--- config.mk ---
export PLATFORM = sky130hd
export DESIGN_NAME = flag_reg_unit
export DESIGN_NICKNAME = d
export VERILOG_FILES = /design/src/rtl/cpu_pkg.sv /design/src/rtl/flag_pend_ctr.sv /design/src/rtl/flag_reg_unit.sv
export SDC_FILE = /design/constraint.sdc
export NUM_CORES = 1
export LEC_CHECK = 0
export ABC_AREA = 1
export ABC_CLOCK_PERIOD_IN_PS = 1920
export BUFFER_PORTS_ARGS = -buffer_cell sky130_fd_sc_hd__buf_2
export CAP_MARGIN = 10
export CORE_MARGIN = 2
export CORE_UTILIZATION = 42
export CTS_CLUSTER_SIZE = 20
export DETAILED_ROUTE_END_ITERATION = 16
export PLACE_DENSITY = 0.79
export SETUP_SLACK_MARGIN = 0.05
export SLEW_MARGIN = 20
export SYNTH_ARGS = -nofsm -noshare
export SYNTH_HDL_FRONTEND = slang
export SYNTH_SLANG_ARGS = --single-unit
--- constraint.sdc ---
create_clock -name clk -period 1.92 [get_ports clk]
set_clock_uncertainty 0.2 [all_clocks]
set_input_delay 0.384 -clock clk [delete_from_list [all_inputs] [get_ports clk]]
set_output_delay 0.384 -clock clk [all_outputs]
set_load 0.1 [all_outputs]
--- src/rtl/cpu_pkg.sv ---
`default_nettype none
// ============================================================================
// Module   : cpu_pkg
// Brief    : Shared flag-vector layout and pending-writer state encoding.
// Revision : 1.0
// ============================================================================
package cpu_pkg;

    localparam int FLAG_W = 5;
    localparam int FLAG_N = 4;
    localparam int FLAG_Z = 3;
    localparam int FLAG_C = 2;
    localparam int FLAG_V = 1;
    localparam int FLAG_Q = 0;

    typedef enum logic [1:0] {
        IDLE = 2'd0,
        PEND = 2'd1,
        FULL = 2'd2
    } flag_state_t;

endpackage
`default_nettype wire

--- src/rtl/flag_pend_ctr.sv ---
`default_nettype none
// ============================================================================
// Module   : flag_pend_ctr
// Brief    : Counts outstanding multi-cycle flag writers; drives MulStallE.
// Revision : 1.0
// ============================================================================
module flag_pend_ctr
    import cpu_pkg::*;
#(
    parameter int MAX_PEND = 2,
    parameter int CNT_W    = 2
) (
    input  logic        clk,
    input  logic        reset,
    input  logic        inc_req,
    input  logic        done_valid,
    output flag_state_t state,
    output flag_state_t state_next,
    output logic        mul_stall,
    output logic        busy
);

    localparam logic [CNT_W-1:0] C_MAX = CNT_W'(MAX_PEND);

    logic [CNT_W-1:0] r_cnt;
    logic [CNT_W-1:0] w_cnt_next;
    flag_state_t      r_state;
    flag_state_t      w_state_next;
    logic             w_inc;
    logic             w_dec;

    // A retire frees a slot in the same cycle, so FULL only blocks without one.
    assign mul_stall = (r_state == FULL) & ~done_valid;
    assign w_inc     = inc_req & ~mul_stall;
    assign w_dec     = done_valid & (r_cnt != '0);
    assign busy      = (r_cnt != '0);

    always_comb begin
        w_cnt_next   = r_cnt;
        w_state_next = r_state;
        if (w_inc && !w_dec) begin
            w_cnt_next = r_cnt + CNT_W'(1);
        end else if (w_dec && !w_inc) begin
            w_cnt_next = r_cnt - CNT_W'(1);
        end
        if (w_cnt_next == '0) begin
            w_state_next = IDLE;
        end else if (w_cnt_next == C_MAX) begin
            w_state_next = FULL;
        end else begin
            w_state_next = PEND;
        end
    end

    always_ff @(posedge clk) begin
        if (reset) begin
            r_cnt   <= '0;
            r_state <= IDLE;
        end else begin
            r_cnt   <= w_cnt_next;
            r_state <= w_state_next;
        end
    end

    assign state      = r_state;
    assign state_next = w_state_next;

endmodule
`default_nettype wire

--- src/rtl/flag_reg_unit.sv ---
`default_nettype none
// ============================================================================
// Module   : flag_reg_unit
// Brief    : Execute-stage NZCVQ register with multi-cycle writer hazard stall.
//            FLAG_FWD_EN: forward retiring multiply flags, drop stall early.
// Revision : 1.0
// ============================================================================
module flag_reg_unit
    import cpu_pkg::*;
#(
    parameter int MAX_PEND = 2,
    parameter int CNT_W    = 2
) (
    input  logic              clk,
    input  logic              reset,
    input  logic              StallE,
    input  logic              FlushE,
    input  logic [FLAG_W-1:0] FlagsNextE,
    input  logic              FlagsWriteE,
    input  logic              QSetE,
    input  logic              MsrWriteE,
    input  logic [FLAG_W-1:0] MsrDataE,
    input  logic              MulStartE,
    input  logic              MulDoneValid,
    input  logic [3:0]        MulDoneFlags,
    input  logic              FlagReadD,
    input  logic              FlagWriteD,
    output logic [FLAG_W-1:0] Flags,
    output logic              FlagStallD,
    output logic              MulStallE,
    output logic              FlagsBusy
);

    logic        w_eok;
    logic        w_msr;
    logic        w_fwr;
    logic [3:0]  r_nzcv;
    logic        r_q;
    logic [3:0]  w_nzcv_next;
    logic        w_q_next;
    flag_state_t w_state;
    flag_state_t w_state_next;
    logic        w_unused;

    assign w_eok = ~StallE & ~FlushE;
    assign w_msr = MsrWriteE & w_eok;
    assign w_fwr = FlagsWriteE & w_eok;

    always_comb begin
        w_nzcv_next = r_nzcv;
        w_q_next    = r_q;
        if (w_msr) begin
            w_nzcv_next = MsrDataE[FLAG_N:FLAG_V];
            w_q_next    = MsrDataE[FLAG_Q];
        end else begin
            if (w_fwr) begin
                w_nzcv_next = FlagsNextE[FLAG_N:FLAG_V];
            end else if (MulDoneValid) begin
                w_nzcv_next = MulDoneFlags;
            end
            // Q is sticky: only MSR or reset can clear it.
            if (QSetE && w_eok) begin
                w_q_next = 1'b1;
            end
        end
    end

    always_ff @(posedge clk) begin
        if (reset) begin
            r_nzcv <= '0;
            r_q    <= 1'b0;
        end else begin
            r_nzcv <= w_nzcv_next;
            r_q    <= w_q_next;
        end
    end

    flag_pend_ctr #(
        .MAX_PEND (MAX_PEND),
        .CNT_W    (CNT_W)
    ) u_pend (
        .clk        (clk),
        .reset      (reset),
        .inc_req    (MulStartE & w_eok),
        .done_valid (MulDoneValid),
        .state      (w_state),
        .state_next (w_state_next),
        .mul_stall  (MulStallE),
        .busy       (FlagsBusy)
    );

`ifdef FLAG_FWD_EN
    assign Flags      = {(MulDoneValid && !w_msr && !w_fwr) ? MulDoneFlags : r_nzcv, r_q};
    // Release decode in the retire cycle that empties the counter.
    assign FlagStallD = (w_state != IDLE) & (w_state_next != IDLE) & (FlagReadD | FlagWriteD);
    assign w_unused   = FlagsNextE[FLAG_Q];
`else
    assign Flags      = {r_nzcv, r_q};
    assign FlagStallD = (w_state != IDLE) & (FlagReadD | FlagWriteD);
    assign w_unused   = FlagsNextE[FLAG_Q] ^ (^w_state_next);
`endif

endmodule
`default_nettype wire

==> results.py <==
metrics = {
    "power": {
        "p_seq_frac": 0.303,
        "p_sw_frac": 0.4597,
        "power_density_nw_per_um2": 882.7,
        "vdd_drop_max_uv": 458.8,
        "p_sw_uw": 330.0,
        "p_leak_nw": 0.4541,
        "clockPowerShare": 0.214,
        "comb_power_share": 0.483,
        "p_int_uw": 387.9,
    },
    "yosys": {
        "async_flop_share": 0,
        "synth_top_family_by_area": "simple AND/OR/NAND/NOR gates",
        "syn_inst": 87,
        "synth_top_cell_area_share": 0.3051,
        "yosysWarningCount": 0,
        "synth_area_um2": 590.6,
        "yosys-top-cells-area": "dfxtp_1 (31%), nand2_1 (11%), nand3_1 (7.6%)",
        "synth_flop_cell": "dfxtp_1",
        "syn_nets": 113,
        "yosysTopAreaCell": "dfxtp_1",
        "synth-adder-area-share": 0.02119,
        "synthSimpleGateAreaFrac": 0.4322,
        "ys_ff_latch": 9,
        "synth_edf_count": 0,
        "yosysUniqueCellTypes": 20,
        "synth_xor_area_frac": 0,
        "avgSynthCellArea_um2": 6.788,
        "muxShareOfSynthArea": 0,
        "synth_compound_area_frac": 0.1250,
        "yosysSeqAreaShare": 0.3051,
    },
    "placed_design": {
        "gp_congestion": 0.8029,
        "dp_hpwl_um": 1118,
        "port_buffers": 31,
        "placed_area_um2": 787.0,
        "place_ws_ns": 0.2560,
    },
    "sta": {
        "setup_viol": 0,
        "fmax_ghz": 0.5606,
        "timing.final.ws_setup_ns": 0.1362,
        "tightest_slew_ns": 0.4866,
        "hold_slack_ns": 0.09944,
        "grt_setup_unrepaired": "no",
        "fin_setup_tns_ns": 0,
        "drv_slew": 0,
        "finalHoldViolCount": 0,
        "period_minus_slack_ns": 1.784,
        "slew_headroom": 0.6778,
        "finalCritPeriodShare": 0.9291,
    },
    "clocking": {
        "ctsLongestPathBuffers": 2,
        "insertion_delay_ns": 0.26,
        "cts_htree_levels": 1,
        "cts_resized": 0,
        "cts_root_buf": "clkbuf_4",
        "cts.hold.buffers_added": 0,
        "post_cts_buffers": 0,
        "cts_tree": "built",
        "clock_sinks": 9,
        "cts_inserted_buffers": 3,
        "clk_pin_slew_worst_paths_ns": 0.06,
    },
    "final_layout": {
        "fillCellCount": 137,
        "fin_nets": 148,
        "antenna_cells": 0,
        "final_common_cell": "buf_2",
        "stdcell_area_um2": 813.3,
        "drive_above_1_share": 0.3884,
        "most-common-layout-cells": "buf_2 (29), nand2_1 (17), inv_1 (10), nor2_1 (10)",
        "area_growth_pct": 37.71,
    },
    "min_path": {
        "min-delay-start": "reset",
        "hp-class": "input pin to register",
    },
    "die": {
        "die_y_um": 41.50,
        "start_util": 0.4538,
        "core_um2": 1301,
        "die_area_um2": 1722,
        "die_width_um": 41.50,
        "ios": 33,
        "rows": 13,
    },
    "critical_path": {
        "r2r_start": "u_pend.r_cnt[0]",
        "cp-end-kind": "primary output",
        "cp_data_arrival_time_ns": 1.20,
        "cp.required_ns": 1.34,
        "startpoint": "u_pend.r_cnt[0]",
        "cp-start-kind": "register",
        "cp_max_fo": 3,
        "worstSetupPathType": "register to primary output",
    },
    "global_route": {
        "grt_pass1_wl_um": 2263,
        "grt_pass1_vias": 606,
        "grt_use_total": 0.1712,
        "grt-ovfl-total": 0,
        "grt_max_degree": 9,
        "antenna_found_initial": 0,
    },
    "routing": {
        "drt_first_pass_iters": 4,
        "num_vias": 640,
        "drc_errors": 0,
        "wirelength_um": 1309,
        "post_drt_wl_per_cell_um": 9.625,
        "drtIter0Drc": 12,
        "vias_per_cell": 4.706,
        "postRouteAntennaNets": 0,
    },
    "outcome": {
        "status": "finished clean",
    },
    "job": {
        "max_cap_violations": 0,
    },
}
-- cell usage after synthesis (2+ instances only) --
cell type	n
inv_2	3
nand2_1	17
nand2_2	2
a21oi_1	8
o21ai_0	4
nand2_4	3
inv_1	10
nor2_1	10
nor2_4	2
dfxtp_1	9
nand3_1	9
nand4_1	2
-- cell families after synthesis --
group	after synthesis
compound gates	14
flops	9
fa+ha+maj	1
simple gates	47
buf+inv	16
-- power by group through the flow --
stage	Sequential, mW	Clock [mW]	Combinational, mW
floorplan	0.276	0	0.204
CTS	0.218	0.158	0.348
global route	0.220	0.166	0.371
finish	0.218	0.154	0.347
detailed placement	0.222	0	0.347
global placement	0.222	0	0.343
-- worst max-delay path, stage by stage, from the launching register on --
cell	delay, ns
dfxtp_1	0.33
inv_1	0.07
ha_1	0.24
inv_1	0.11
buf_12	0.18
-- area by class of cell --
cell class	instances	area [µm²]	area share
clock buffers	4	26.28	0.03231
well taps	15	18.77	0.02308
inverters	15	61.31	0.07538
multi-input cells	62	341.6	0.4200
flip-flops and latches	9	180.2	0.2215
repair buffers	31	185.2	0.2277
-- through the flow --
step                      power (mW)  utilization  std cells
after floorplan               0.4801            -         87
after global placement        0.5641       0.6048        132
after detailed placement      0.5697       0.6048        132
after CTS                     0.7245       0.6250        136
after global routing          0.7569       0.6250        136
final                         0.7179       0.6250        136
-- per-layer routing --
layer	routed length, µm	up-vias	share of wire	GRT usage
li1	-	344	-	-
met4	31	0	0.024	0.1161
met5	0	-	0	0
met3	70	4	0.053	0.03913
met2	618	18	0.47	0.2906
met1	588	274	0.45	0.1867
-- state kept, by name, indices dropped and copies added (netlist names) --
name,flops
r_nzcv,4
u_pend.r_cnt,2
u_pend.state,2
r_q,1
-- final timing paths --
| kind | endpoint | slack [ns] | cells past startpoint |
|---|---|---|---|
| worst min-delay path | u_pend.r_cnt[0] | 0.1 | 2 |
| worst min register to register | r_nzcv[1] | 0.33 | 2 |
| worst max-delay path | FlagsBusy | 0.14 | 4 |
| worst max register to register | u_pend.state[1] | 0.36 | 8 |
Note: power is estimated with default switching activity, not from simulation.
